==> src/rtl/pipeline_pkg.sv <==
// Shared definitions for the execute stage: ALU op codes, FSM encoding,
// multiplier iteration count and the EX/MEM payload record.
package pipeline_pkg;

  localparam logic [3:0] ALU_ADD  = 4'd0;
  localparam logic [3:0] ALU_SUB  = 4'd1;
  localparam logic [3:0] ALU_AND  = 4'd2;
  localparam logic [3:0] ALU_OR   = 4'd3;
  localparam logic [3:0] ALU_XOR  = 4'd4;
  localparam logic [3:0] ALU_NOR  = 4'd5;
  localparam logic [3:0] ALU_SLT  = 4'd6;
  localparam logic [3:0] ALU_SLTU = 4'd7;
  localparam logic [3:0] ALU_SLL  = 4'd8;
  localparam logic [3:0] ALU_SRL  = 4'd9;
  localparam logic [3:0] ALU_SRA  = 4'd10;
  localparam logic [3:0] ALU_LUI  = 4'd11;
  localparam logic [3:0] ALU_MUL  = 4'd12;

  localparam logic [1:0] ST_IDLE = 2'd0;
  localparam logic [1:0] ST_MUL  = 2'd1;
  localparam logic [1:0] ST_DONE = 2'd2;

  localparam int MUL_ITERS = 32;

  typedef struct packed {
    logic [31:0] result;
    logic [31:0] store_data;
    logic [4:0]  waddr;
    logic        wreg;
    logic        wmem;
    logic        wb_sel;
    logic        jump;
    logic [31:0] jump_pc;
  } mem_t;

endpackage

==> src/rtl/iter_mul32.sv <==
// 32-iteration shift-add multiplier; done flags the final iteration cycle and
// product holds the low 32 bits of a*b from the following cycle on.
module iter_mul32
  import pipeline_pkg::*;
(
  input  logic        clk,
  input  logic        rst,
  input  logic        start,
  input  logic [31:0] a,
  input  logic [31:0] b,
  output logic        done,
  output logic [31:0] product
);

  localparam logic [5:0] LAST_ITER = 6'(MUL_ITERS - 1);

  logic [31:0] mcand_d, mcand_q;
  logic [31:0] mplier_d, mplier_q;
  logic [31:0] acc_d, acc_q;
  logic [5:0]  cnt_d, cnt_q;
  logic        run_d, run_q;

  always_comb begin
    // NOTE: every next-state signal gets a default first so no latch is inferred.
    mcand_d  = mcand_q;
    mplier_d = mplier_q;
    acc_d    = acc_q;
    cnt_d    = cnt_q;
    run_d    = run_q;
    if (start) begin
      mcand_d  = a;
      mplier_d = b;
      acc_d    = '0;
      cnt_d    = '0;
      run_d    = 1'b1;
    end else if (run_q) begin
      if (mplier_q[0]) acc_d = acc_q + mcand_q;
      mcand_d  = mcand_q << 1;
      mplier_d = mplier_q >> 1;
      cnt_d    = cnt_q + 6'd1;
      if (cnt_q == LAST_ITER) run_d = 1'b0;
    end
  end

  always_ff @(posedge clk) begin
    // NOTE: sequential state uses non-blocking assignments only.
    if (rst) begin
      mcand_q  <= '0;
      mplier_q <= '0;
      acc_q    <= '0;
      cnt_q    <= '0;
      run_q    <= 1'b0;
    end else begin
      mcand_q  <= mcand_d;
      mplier_q <= mplier_d;
      acc_q    <= acc_d;
      cnt_q    <= cnt_d;
      run_q    <= run_d;
    end
  end

  assign done    = run_q && (cnt_q == LAST_ITER);
  assign product = acc_q;

endmodule

==> src/rtl/ex_stage.sv <==
// Execute stage with EX/MEM register: single-cycle ALU plus an iterative
// multiply that holds EX busy for 33 cycles and then emits one DONE slot.
module ex_stage
  import pipeline_pkg::*;
(
  input  logic        clk,
  input  logic        rst,
  input  logic [31:0] ex_shiftAmount,
  input  logic [31:0] ex_immediate,
  input  logic [31:0] ex_registerRsOrPc_4,
  input  logic [31:0] ex_registerRtOrZero,
  input  logic [3:0]  ex_aluOperation,
  input  logic [4:0]  ex_registerWriteAddress,
  input  logic        ex_ifWriteRegsFile,
  input  logic        ex_ifWriteMem,
  input  logic        ex_memOutOrAluOutWriteBackToRegFile,
  input  logic        ex_whileShiftAluInput_A_UseShamt,
  input  logic        ex_aluInput_B_UseRtOrImmeidate,
  input  logic        ex_shouldJumpOrBranch,
  input  logic [31:0] ex_jumpOrBranchPc,
  output logic        ex_busy,
  output logic [31:0] mem_aluResult,
  output logic [31:0] mem_storeData,
  output logic [4:0]  mem_registerWriteAddress,
  output logic        mem_ifWriteRegsFile,
  output logic        mem_ifWriteMem,
  output logic        mem_memOutOrAluOutWriteBackToRegFile,
  output logic        mem_shouldJumpOrBranch,
  output logic [31:0] mem_jumpOrBranchPc
);

  logic [1:0]  state_d, state_q;
  mem_t        cur_s, mem_d, mem_q, lat_d, lat_q;
  logic [31:0] alu_a, alu_b, alu_res, mul_product;
  logic        mul_start, mul_done;

  assign alu_a = ex_whileShiftAluInput_A_UseShamt ? ex_shiftAmount : ex_registerRsOrPc_4;
  assign alu_b = ex_aluInput_B_UseRtOrImmeidate ? ex_immediate : ex_registerRtOrZero;

  // MUL is not computed here; it only reaches EX/MEM via the iterative unit.
  always_comb begin
    alu_res = '0;
    case (ex_aluOperation)
      ALU_ADD:  alu_res = alu_a + alu_b;
      ALU_SUB:  alu_res = alu_a - alu_b;
      ALU_AND:  alu_res = alu_a & alu_b;
      ALU_OR:   alu_res = alu_a | alu_b;
      ALU_XOR:  alu_res = alu_a ^ alu_b;
      ALU_NOR:  alu_res = ~(alu_a | alu_b);
      ALU_SLT:  alu_res = {31'd0, $signed(alu_a) < $signed(alu_b)};
      ALU_SLTU: alu_res = {31'd0, alu_a < alu_b};
      ALU_SLL:  alu_res = alu_b << alu_a[4:0];
      ALU_SRL:  alu_res = alu_b >> alu_a[4:0];
      ALU_SRA:  alu_res = $unsigned($signed(alu_b) >>> alu_a[4:0]);
      ALU_LUI:  alu_res = {alu_b[15:0], 16'd0};
      default:  alu_res = '0;
    endcase
  end

  always_comb begin
    cur_s            = '0;
    cur_s.result     = alu_res;
    cur_s.store_data = ex_registerRtOrZero;
    cur_s.waddr      = ex_registerWriteAddress;
    cur_s.wreg       = ex_ifWriteRegsFile;
    cur_s.wmem       = ex_ifWriteMem;
    cur_s.wb_sel     = ex_memOutOrAluOutWriteBackToRegFile;
    cur_s.jump       = ex_shouldJumpOrBranch;
    cur_s.jump_pc    = ex_jumpOrBranchPc;
  end

  assign mul_start = (state_q == ST_IDLE) && (ex_aluOperation == ALU_MUL);
  assign ex_busy   = mul_start || (state_q == ST_MUL);

  iter_mul32 u_mul (
    .clk     (clk),
    .rst     (rst),
    .start   (mul_start),
    .a       (alu_a),
    .b       (alu_b),
    .done    (mul_done),
    .product (mul_product)
  );

  // EX/MEM defaults to a bubble; only IDLE non-MUL and DONE write real data.
  always_comb begin
    state_d = state_q;
    lat_d   = lat_q;
    mem_d   = '0;
    case (state_q)
      ST_IDLE: begin
        if (ex_aluOperation == ALU_MUL) begin
          lat_d   = cur_s;
          state_d = ST_MUL;
        end else begin
          mem_d = cur_s;
        end
      end
      ST_MUL: begin
        if (mul_done) state_d = ST_DONE;
      end
      ST_DONE: begin
        mem_d        = lat_q;
        mem_d.result = mul_product;
        state_d      = ST_IDLE;
      end
      default: state_d = ST_IDLE;
    endcase
  end

  always_ff @(posedge clk) begin
    if (rst) begin
      state_q <= ST_IDLE;
      lat_q   <= '0;
      mem_q   <= '0;
    end else begin
      state_q <= state_d;
      lat_q   <= lat_d;
      mem_q   <= mem_d;
    end
  end

  assign mem_aluResult                        = mem_q.result;
  assign mem_storeData                        = mem_q.store_data;
  assign mem_registerWriteAddress             = mem_q.waddr;
  assign mem_ifWriteRegsFile                  = mem_q.wreg;
  assign mem_ifWriteMem                       = mem_q.wmem;
  assign mem_memOutOrAluOutWriteBackToRegFile = mem_q.wb_sel;
  assign mem_shouldJumpOrBranch               = mem_q.jump;
  assign mem_jumpOrBranchPc                   = mem_q.jump_pc;

endmodule

==> config.mk <==
export PLATFORM = sky130hd
export DESIGN_NAME = ex_stage
export DESIGN_NICKNAME = d
export VERILOG_FILES = /design/src/rtl/pipeline_pkg.sv /design/src/rtl/iter_mul32.sv /design/src/rtl/ex_stage.sv
export SDC_FILE = /design/constraint.sdc
export NUM_CORES = 1
export LEC_CHECK = 0
export ABC_AREA = 1
export CAP_MARGIN = 20
export CORE_ASPECT_RATIO = 0.5
export CORE_MARGIN = 1.5
export CORE_UTILIZATION = 25
export CTS_CLUSTER_DIAMETER = 30
export DETAILED_ROUTE_END_ITERATION = 7
export PLACE_DENSITY_LB_ADDON = 0.12
export SYNTH_ARGS = -nofsm -noshare
export SYNTH_HDL_FRONTEND = slang
export SYNTH_SLANG_ARGS = --single-unit
export TNS_END_PERCENT = 10
==> constraint.sdc <==
create_clock -name clk -period 4 [get_ports clk]
set_clock_uncertainty 0.15 [all_clocks]
set_input_delay 0.6 -clock clk [delete_from_list [all_inputs] [get_ports clk]]
set_output_delay 0.6 -clock clk [all_outputs]
set_load 0.05 [all_outputs]
==> results of run 1 <==
==> per-stage QoR <==
| step | instance area [um^2] | setup slack (ns) | hold WS, ns |
|---|---|---|---|
| final | 34010 | 0.04726 | 0.2941 |
| after global routing | 34000 | -0.02103 | 0.3262 |
| after CTS | 33900 | -0.01960 | 0.2920 |
| after detailed placement | 31230 | -0.9124 | 0.3012 |
| after global placement | 31230 | -0.8956 | 0.3015 |
| after floorplan | 22910 | 0.7887 | 0.2877 |
==> flip-flops by register name, summed over array words and instances (netlist names), 5 cells and up <==
signal                    flops
u_mul.cnt_q                   6
mem_aluResult                32
mem_jumpOrBranchPc           32
u_mul.mplier_q               32
u_mul.product                32
lat_q                        73
u_mul.mcand_q                32
mem_registerWriteAddress      5
mem_storeData                32
==> timing repair <==
action / in CTS / in global routing
buffers inserted: 0 / 1
endpoints found under the setup margin: 3 / 10
pin swaps: 0 / 1
hold endpoints to repair: 0 / 0
resized for setup: 11 / 33
==> cell families (layout without fill, tap and decap cells) <==
group / count (synthesis) / count (layout)
XOR/XNOR: 26 / 26
buffers and inverters: 556 / 1369
AO/OA/AOI/OAI: 726 / 726
other: 0 / 5
flip-flops: 283 / 283
adder cells (fa/ha/maj): 138 / 138
AND/OR/NAND/NOR: 2153 / 2153
==> critical path: stages <==
cell and delay [ns]:
sky130_fd_sc_hd__clkdlybuf4s50_1 0.53, sky130_fd_sc_hd__inv_2 0.09, sky130_fd_sc_hd__buf_12 0.16, sky130_fd_sc_hd__or2_2 0.29
sky130_fd_sc_hd__o21ai_2 0.18, sky130_fd_sc_hd__inv_1 0.13, sky130_fd_sc_hd__ha_1 0.29, sky130_fd_sc_hd__a21oi_1 0.32
sky130_fd_sc_hd__o21ai_1 0.19, sky130_fd_sc_hd__buf_4 0.17, sky130_fd_sc_hd__a21oi_1 0.18, sky130_fd_sc_hd__buf_4 0.15
sky130_fd_sc_hd__nor2_1 0.05, sky130_fd_sc_hd__nor2_1 0.19, sky130_fd_sc_hd__nand3_1 0.10, sky130_fd_sc_hd__nand3_1 0.15
sky130_fd_sc_hd__nand4_1 0.23, sky130_fd_sc_hd__nand2_1 0.13, sky130_fd_sc_hd__a21oi_1 0.09
==> cell type report <==
| type | count | area (um^2) | area share, % |
|---|---|---|---|
| well taps | 1200 | 1501 | 4.414 |
| clock inverters | 45 | 704.4 | 2.071 |
| multi-input cells | 3043 | 15140 | 44.52 |
| clock buffers | 86 | 1944 | 5.716 |
| repair buffers | 888 | 7724 | 22.71 |
| inverters | 350 | 1319 | 3.877 |
| diodes | 5 | 12.51 | 0.03678 |
| flip-flops and latches | 283 | 5667 | 16.66 |
==> cell usage in the layout (no fill, tap or decap), types with 13 or more instances in the layout <==
| master | n |
|---|---|
| sky130_fd_sc_hd__nor3_1 | 36 |
| sky130_fd_sc_hd__dfxtp_1 | 282 |
| sky130_fd_sc_hd__ha_1 | 133 |
| sky130_fd_sc_hd__clkdlybuf4s50_1 | 279 |
| sky130_fd_sc_hd__nor2_1 | 307 |
| sky130_fd_sc_hd__nand3_1 | 522 |
| sky130_fd_sc_hd__clkbuf_16 | 72 |
| sky130_fd_sc_hd__buf_4 | 578 |
| sky130_fd_sc_hd__or2_2 | 32 |
| sky130_fd_sc_hd__o211ai_1 | 26 |
| sky130_fd_sc_hd__nand4_1 | 33 |
| sky130_fd_sc_hd__buf_12 | 28 |
| sky130_fd_sc_hd__o21bai_1 | 13 |
| sky130_fd_sc_hd__o21ai_0 | 201 |
| sky130_fd_sc_hd__inv_2 | 14 |
| sky130_fd_sc_hd__o21ai_1 | 31 |
| sky130_fd_sc_hd__o21ai_2 | 24 |
| sky130_fd_sc_hd__inv_1 | 331 |
| sky130_fd_sc_hd__xor2_1 | 20 |
| sky130_fd_sc_hd__a21oi_1 | 350 |
| sky130_fd_sc_hd__nand2_1 | 1178 |
==> worst min path at each step <==
stage	slack, ns	depth (start not counted)	endpoint
after floorplan	0.29	1	state_q[1]
after global placement	0.30	2	lat_q[29]
after detailed placement	0.30	2	mem_storeData[9]
after CTS	0.29	2	mem_jumpOrBranchPc[14]
after global routing	0.33	2	mem_memOutOrAluOutWriteBackToRegFile
final	0.29	2	mem_jumpOrBranchPc[14]
==> routing by layer <==
| metal | routed length, um | vias to the layer above | share of wire (%) |
|---|---|---|---|
| li1 | - | 14314 | - |
| met1 | 66940 | 14334 | 48 |
| met2 | 55760 | 1238 | 40 |
| met3 | 13770 | 155 | 9.8 |
| met4 | 3405 | 6 | 2.4 |
| met5 | 36 | - | 0.026 |
==> power groups by stage <==
| stage | logic, W | registers (W) | clock network (W) |
|---|---|---|---|
| 4_1_cts | 0.00422 | 0.00300 | 0.00641 |
| 6_report | 0.00434 | 0.00300 | 0.00632 |
| 3_3_place_gp | 0.00421 | 0.00306 | 0 |
| 5_1_grt | 0.00459 | 0.00301 | 0.00657 |
| 2_1_floorplan | 0.00163 | 0.00329 | 0 |
| 3_5_place_dp | 0.00419 | 0.00306 | 0 |
==> flow_results.xml, run 1 <==
<?xml version="1.0" encoding="UTF-8"?>
<metrics>
  <group name="outcome">
    <metric name="status" unit="">complete, no violations</metric>
  </group>
  <group name="global_route">
    <metric name="maximum_number_of_pins_on_one_net_before_global_route_repair" unit="">140</metric>
    <metric name="grt_first_pass_wirelength" unit="mm">196.4</metric>
    <metric name="global_route.overflow_total" unit="">0</metric>
    <metric name="grtUsageMet2" unit="%">40.56</metric>
    <metric name="grt.busiest_layer" unit="">met1</metric>
    <metric name="first_global_vias" unit="">27834</metric>
    <metric name="use_met1" unit="%">42.22</metric>
    <metric name="grt_antenna_before_repair" unit="">17</metric>
    <metric name="met3_usage" unit="%">8.399</metric>
    <metric name="groute.usage.overall" unit="%">28.83</metric>
  </group>
  <group name="sta">
    <metric name="tightestPinTransition" unit="ns">0.9821</metric>
    <metric name="fmax" unit="MHz">253.0</metric>
    <metric name="endpoints_failing_setup" unit="">0</metric>
    <metric name="min_period_over_period" unit="%">98.82</metric>
    <metric name="fin_setup_tns" unit="ns">0</metric>
    <metric name="rsz_0062_raised_after_global_routing" unit="">yes</metric>
    <metric name="worst_slew_margin_rel" unit="%">34.02</metric>
    <metric name="finalHoldViolCount" unit="">0</metric>
    <metric name="post-route-min-period" unit="ns">3.953</metric>
    <metric name="slew_viol_final" unit="">0</metric>
  </group>
  <group name="power_and_ir_drop">
    <metric name="power_density" unit="nW/um^2">401.7</metric>
    <metric name="power.sequential.fraction" unit="%">22.0</metric>
    <metric name="cellInternalPower" unit="W">0.008834</metric>
    <metric name="total_leakage_power" unit="nW">15.95</metric>
    <metric name="fin_total_pwr" unit="W">0.01366</metric>
    <metric name="p_comb_share" unit="%">31.8</metric>
    <metric name="netSwitchingPower" unit="W">0.004829</metric>
    <metric name="worst_ir_drop_vdd" unit="mV">0.2845</metric>
    <metric name="p_clk_share" unit="%">46.2</metric>
    <metric name="swShare" unit="%">35.34</metric>
  </group>
  <group name="yosys">
    <metric name="post_synth_num_cell_types" unit="">51</metric>
    <metric name="simple_gate_share_of_the_synthesized_area" unit="%">39.42</metric>
    <metric name="synth.top_cells.by_area" unit="">sky130_fd_sc_hd__dfxtp_1, sky130_fd_sc_hd__nand2_1, sky130_fd_sc_hd__nand3_1, sky130_fd_sc_hd__a21oi_1, sky130_fd_sc_hd__ha_1</metric>
    <metric name="syn_area" unit="um^2">22910</metric>
    <metric name="synthXorXnorAreaFrac" unit="%">0.9938</metric>
    <metric name="synthesized_area_fraction_occupied_by_ao_oa_aoi_and_oai_cells" unit="%">17.44</metric>
    <metric name="netlist.area_leader.share" unit="%">24.72</metric>
    <metric name="combinational_family_with_the_most_area_after_synthesis" unit="">simple AND/OR/NAND/NOR gates</metric>
    <metric name="postSynthCellCount" unit="">3882</metric>
    <metric name="ys_top_cells_by_count" unit="">sky130_fd_sc_hd__nand2_1, sky130_fd_sc_hd__nand3_1, sky130_fd_sc_hd__a21oi_1</metric>
    <metric name="post-synth-top-count-cell" unit="">sky130_fd_sc_hd__nand2_1</metric>
    <metric name="yosysTopAreaCell" unit="">sky130_fd_sc_hd__dfxtp_1</metric>
    <metric name="synth.area.mux_share" unit="%">0</metric>
    <metric name="synthAdderAreaFrac" unit="%">7.634</metric>
    <metric name="ys_async_sr_fraction" unit="%">0</metric>
    <metric name="yosys_most_used_dff" unit="">sky130_fd_sc_hd__dfxtp_1</metric>
    <metric name="number_of_enable_flip_flop_cells_after_synthesis" unit="">0</metric>
    <metric name="mappedNetlistNets" unit="">4197</metric>
    <metric name="ys_seq_area_share" unit="%">24.72</metric>
    <metric name="ys_ff_latch" unit="">283</metric>
    <metric name="synth.yosys.warnings" unit="">0</metric>
    <metric name="syn_area_per_cell" unit="um^2">5.903</metric>
  </group>
  <group name="worst_setup_path">
    <metric name="worstSetupPathType" unit="">input port to flip-flop</metric>
    <metric name="setup.worst_path.start_class" unit="">input port</metric>
    <metric name="reg2reg_setup_slack" unit="ns">1.07</metric>
    <metric name="r2r_cells" unit="">13</metric>
    <metric name="worst_setup_path_endpoint" unit="">mem_aluResult[29]</metric>
    <metric name="timing.critical_path.fanout_max" unit="">19</metric>
    <metric name="worst_ep_arrival_time" unit="ns">4.24</metric>
    <metric name="worst_r2r_endpoint" unit="">u_mul.product[30]</metric>
    <metric name="worstSetupEndpointType" unit="">flip-flop</metric>
    <metric name="cp_data_required_time" unit="ns">4.29</metric>
    <metric name="regToRegStartpoint" unit="">u_mul.mcand_q[0]</metric>
    <metric name="timing.critical_path.from" unit="">ex_whileShiftAluInput_A_UseShamt</metric>
  </group>
  <group name="cts">
    <metric name="clkTransAtPathRegs" unit="ns">0.05</metric>
    <metric name="ctsHoldBuffers" unit="">0</metric>
    <metric name="cts.htree.levels" unit="">3</metric>
    <metric name="clock-sinks" unit="">283</metric>
    <metric name="clk-insertion-delay-late" unit="ns">0.61</metric>
    <metric name="numCtsBuffers" unit="">72</metric>
    <metric name="ctsRootBufferMaster" unit="">sky130_fd_sc_hd__clkbuf_16</metric>
    <metric name="clock_tree_from_tritoncts" unit="">yes</metric>
    <metric name="clock_tree.buffer_depth" unit="">3</metric>
  </group>
  <group name="detailed_routing">
    <metric name="final_antenna_net_count" unit="">0</metric>
    <metric name="dr_total_vias" unit="">30047</metric>
    <metric name="route.detailed.vias_per_inst" unit="">5.093</metric>
    <metric name="routed_wl" unit="mm">139.9</metric>
    <metric name="detail_route.first_pass.iterations" unit="">8</metric>
    <metric name="post-route-drc-count" unit="">0</metric>
    <metric name="drt-initial-drc-count" unit="">3042</metric>
    <metric name="detail_route.wl_per_cell" unit="um">23.71</metric>
  </group>
  <group name="die">
    <metric name="pin_count" unit="">283</metric>
    <metric name="coreArea" unit="um^2">90760</metric>
    <metric name="die_height" unit="um">217.1</metric>
    <metric name="rows" unit="">78</metric>
    <metric name="die_area" unit="um^2">93590</metric>
    <metric name="die_width" unit="um">431.2</metric>
    <metric name="floorplan.initialDensity" unit="%">25.25</metric>
  </group>
  <group name="placement">
    <metric name="dp_cells" unit="">5763</metric>
    <metric name="place.gp.congestion" unit="">1.014</metric>
    <metric name="io_buffer_count" unit="">282</metric>
    <metric name="hpwl_detailed" unit="mm">112.1</metric>
  </group>
  <group name="hold_path">
    <metric name="min_from" unit="">lat_q[14]</metric>
    <metric name="hp-class" unit="">flip-flop to flip-flop</metric>
  </group>
  <group name="layout">
    <metric name="final_core_utilization" unit="%">37.48</metric>
    <metric name="drive_above_1_share" unit="%">18.08</metric>
    <metric name="nets" unit="">4953</metric>
    <metric name="instances_no_fill" unit="">5900</metric>
    <metric name="fillers" unit="">9935</metric>
    <metric name="syn2layout_area_growth" unit="%">48.44</metric>
  </group>
  <group name="run">
    <metric name="maximum_capacitance_violations" unit="">0</metric>
  </group>
</metrics>
Power figures use the tool's default switching activity.
==> inputs of run 2 (changes only) <==
--- a/config.mk
+++ b/config.mk
@@ -7,7 +7,7 @@
 export LEC_CHECK = 0
 export ABC_AREA = 1
 export CAP_MARGIN = 20
-export CORE_ASPECT_RATIO = 0.5
+export CORE_ASPECT_RATIO = 0.6
 export CORE_MARGIN = 1.5
 export CORE_UTILIZATION = 25
 export CTS_CLUSTER_DIAMETER = 30
==> flow_results.xml, run 2 (synthesized netlist as in run 1, its figures left out) <==
<?xml version="1.0" encoding="UTF-8"?>
<metrics>
  <group name="outcome">
    <metric name="status" unit="">complete, no violations</metric>
  </group>
  <group name="layout">
    <metric name="most-common-layout-cells" unit="">sky130_fd_sc_hd__nand2_1, sky130_fd_sc_hd__nand3_1, sky130_fd_sc_hd__buf_4, sky130_fd_sc_hd__a21oi_1, sky130_fd_sc_hd__inv_1</metric>
    <metric name="final_common_cell" unit="">sky130_fd_sc_hd__nand2_1</metric>
    <metric name="sequential_cell_area" unit="um^2">5667</metric>
    <metric name="largest_register_ff_count" unit="">73</metric>
    <metric name="nets" unit="">4872</metric>
    <metric name="syn2layout_area_growth" unit="%">45.09</metric>
    <metric name="fillers" unit="">10047</metric>
    <metric name="largest_register" unit="">lat_q</metric>
    <metric name="multi_input_comb_area" unit="um^2">15040</metric>
    <metric name="drive_above_1_share" unit="%">15.98</metric>
  </group>
  <group name="worst_setup_path">
    <metric name="slowest_delay" unit="ns">0.39</metric>
    <metric name="worstPathBufferInverterCount" unit="">5</metric>
    <metric name="worst_ep_arrival_time" unit="ns">4.24</metric>
    <metric name="cp_cell_sequence" unit="">clkdlybuf4s50_1 &gt; or2_2 &gt; o21ai_0 &gt; buf_4 &gt; inv_1 &gt; buf_4 &gt; ha_1 &gt; a21oi_1 &gt; nand2_1 &gt; nor2_1 &gt; nand2_1 &gt; nand2_1 &gt; nand3_1 &gt; nand3_1 &gt; nand4_1 &gt; buf_4 &gt; nand2_1 &gt; a21oi_1</metric>
    <metric name="worstSetupPathType" unit="">input port to flip-flop</metric>
    <metric name="cp_data_required_time" unit="ns">4.36</metric>
    <metric name="worstSetupEndpointType" unit="">flip-flop</metric>
    <metric name="timing.critical_path.fanout_max" unit="">3</metric>
    <metric name="path_common_cell" unit="">sky130_fd_sc_hd__nand2_1</metric>
    <metric name="setup.worst_path.start_class" unit="">input port</metric>
    <metric name="slowest_stage" unit="">sky130_fd_sc_hd__clkdlybuf4s50_1</metric>
    <metric name="timing.critical_path.max_delay_family" unit="">simple AND/OR/NAND/NOR gates</metric>
  </group>
  <group name="global_route">
    <metric name="grt.busiest_layer" unit="">met1</metric>
    <metric name="use_met1" unit="%">46.36</metric>
    <metric name="first_global_vias" unit="">26306</metric>
    <metric name="global_route.overflow_total" unit="">0</metric>
    <metric name="met3_usage" unit="%">11.05</metric>
    <metric name="maximum_number_of_pins_on_one_net_before_global_route_repair" unit="">106</metric>
    <metric name="grt_first_pass_wirelength" unit="mm">195.5</metric>
    <metric name="grtUsageMet2" unit="%">34.68</metric>
    <metric name="groute.usage.overall" unit="%">28.92</metric>
    <metric name="grt_antenna_before_repair" unit="">10</metric>
  </group>
  <group name="sta">
    <metric name="postLayoutSetupSlackWorst" unit="ns">0.1150</metric>
    <metric name="tightestPinTransition" unit="ns">1.034</metric>
    <metric name="min_period_over_period" unit="%">97.12</metric>
    <metric name="endpoints_failing_setup" unit="">0</metric>
    <metric name="post-route-min-period" unit="ns">3.885</metric>
    <metric name="finalHoldViolCount" unit="">0</metric>
    <metric name="worst_slew_margin_rel" unit="%">30.82</metric>
    <metric name="rsz_0062_raised_after_global_routing" unit="">no</metric>
    <metric name="slew_viol_final" unit="">0</metric>
    <metric name="fin_setup_tns" unit="ns">0</metric>
    <metric name="fmax" unit="MHz">257.4</metric>
  </group>
  <group name="cts">
    <metric name="clock_tree_from_tritoncts" unit="">yes</metric>
    <metric name="cts.htree.levels" unit="">3</metric>
    <metric name="clkTransAtPathRegs" unit="ns">0.04</metric>
    <metric name="clk-insertion-delay-late" unit="ns">0.65</metric>
    <metric name="clock-sinks" unit="">283</metric>
    <metric name="ctsRootBufferMaster" unit="">sky130_fd_sc_hd__clkbuf_16</metric>
    <metric name="numCtsBuffers" unit="">70</metric>
    <metric name="clock_tree.buffer_depth" unit="">3</metric>
  </group>
  <group name="power_and_ir_drop">
    <metric name="power_density" unit="nW/um^2">395.7</metric>
    <metric name="total_leakage_power" unit="nW">15.56</metric>
    <metric name="worst_ir_drop_vdd" unit="mV">0.2970</metric>
  </group>
  <group name="detailed_routing">
    <metric name="post-route-drc-count" unit="">0</metric>
    <metric name="detail_route.first_pass.iterations" unit="">6</metric>
    <metric name="drt-initial-drc-count" unit="">3685</metric>
    <metric name="final_antenna_net_count" unit="">0</metric>
    <metric name="dr_total_vias" unit="">29467</metric>
    <metric name="route.detailed.vias_per_inst" unit="">5.052</metric>
    <metric name="routed_wl" unit="mm">139.9</metric>
    <metric name="detail_route.wl_per_cell" unit="um">23.99</metric>
  </group>
  <group name="die">
    <metric name="die_area" unit="um^2">93540</metric>
    <metric name="die_height" unit="um">237.5</metric>
    <metric name="coreArea" unit="um^2">90190</metric>
    <metric name="rows" unit="">85</metric>
    <metric name="pin_count" unit="">283</metric>
    <metric name="die_width" unit="um">393.9</metric>
    <metric name="floorplan.initialDensity" unit="%">25.41</metric>
  </group>
  <group name="placement">
    <metric name="io_buffer_count" unit="">282</metric>
    <metric name="hpwl_detailed" unit="mm">113.9</metric>
    <metric name="placement.setup.worst_slack" unit="ns">-0.3938</metric>
    <metric name="place.gp.congestion" unit="">1.035</metric>
  </group>
  <group name="hold_path">
    <metric name="hp-class" unit="">input port to flip-flop</metric>
  </group>
  <group name="run">
    <metric name="maximum_capacitance_violations" unit="">0</metric>
  </group>
</metrics>
==> run 2: cell count changes in the layout (fill, tap and decap cells not counted), sizes merged <==
cell           delta
clkdlybuf4s50     -1
inv               -4
clkbuf            +4
bufinv            -2
clkinv            +1
diode             -1
clkinvlp          -4
buf              -78
==> run 2: worst paths after layout <==
path	start	endpoint	slack, ns	depth (start not counted)
hold / removal	rst	lat_q[23]	0.27	2
hold reg to reg	lat_q[49]	mem_storeData[8]	0.30	2
setup / recovery	ex_shiftAmount[13]	mem_aluResult[23]	0.12	18
setup reg to reg	u_mul.product[2]	u_mul.product[29]	0.90	16
==> run 2: report_power, final <==
part / switching [W] / internal (W) / total (W) / leakage [nW]
combinational: 0.00264 / 0.00152 / 0.00415 / 12.0
clock: 0.00192 / 0.00406 / 0.00598 / 1.21
sequential: 0.0000831 / 0.00294 / 0.00302 / 2.31
total: 0.00464 / 0.00851 / 0.0132 / 15.6
==> run 2: final cells by class <==
| cell class | instances | area share [%] |
|---|---|---|
| clock buffer | 90 | 5.950 |
| inverter | 350 | 3.967 |
| tap | 1218 | 4.584 |
| multi-input combinational | 3043 | 45.24 |
| sequential | 283 | 17.04 |
| antenna | 4 | 0.03011 |
| timing repair buffer | 809 | 21.71 |
| clock inverter | 36 | 1.468 |
==> run 2: layer usage <==
layer	vias to the layer above	wire length [um]
met5	-	45
met4	6	1856
met3	109	17780
met2	1385	48680
met1	13831	71570
li1	14136	-
==> run 2: worst reg2reg max path, cell delays in order, from the launching register on <==
cell	delay, ns
sky130_fd_sc_hd__dfxtp_1	0.33
sky130_fd_sc_hd__ha_1	0.36
sky130_fd_sc_hd__a21oi_1	0.14
sky130_fd_sc_hd__nand2_1	0.10
sky130_fd_sc_hd__a21oi_1	0.24
sky130_fd_sc_hd__o21ai_0	0.17
sky130_fd_sc_hd__buf_4	0.20
sky130_fd_sc_hd__a21oi_1	0.41
sky130_fd_sc_hd__inv_1	0.13
sky130_fd_sc_hd__nand2_1	0.08
sky130_fd_sc_hd__nand2_1	0.15
sky130_fd_sc_hd__nand2_1	0.14
sky130_fd_sc_hd__nand2_1	0.06
sky130_fd_sc_hd__nand2_1	0.05
sky130_fd_sc_hd__nand3_1	0.15
sky130_fd_sc_hd__nand2_1	0.11
sky130_fd_sc_hd__inv_1	0.04
==> run 2: repair_timing <==
item,in CTS,in global routing
setup endpoints to repair,0,1
resized for setup,0,3
setup buffers,0,0
endpoints found under the hold margin,0,0
hold buffers,0,0
==> run 2: stage by stage <==
stage,hold slack (ns),util (%),area (um^2),power [W],std cells
3_5_place_dp,0.3052,34.11,30760,0.007075,5703
2_1_floorplan,0.2877,-,22910,0.004916,3882
5_1_grt,0.2556,36.85,33240,0.01364,5829
4_1_cts,0.2420,36.84,33230,0.01315,5829
6_report,0.2732,36.86,33250,0.01315,5833
3_3_place_gp,0.3012,34.11,30760,0.007118,5703
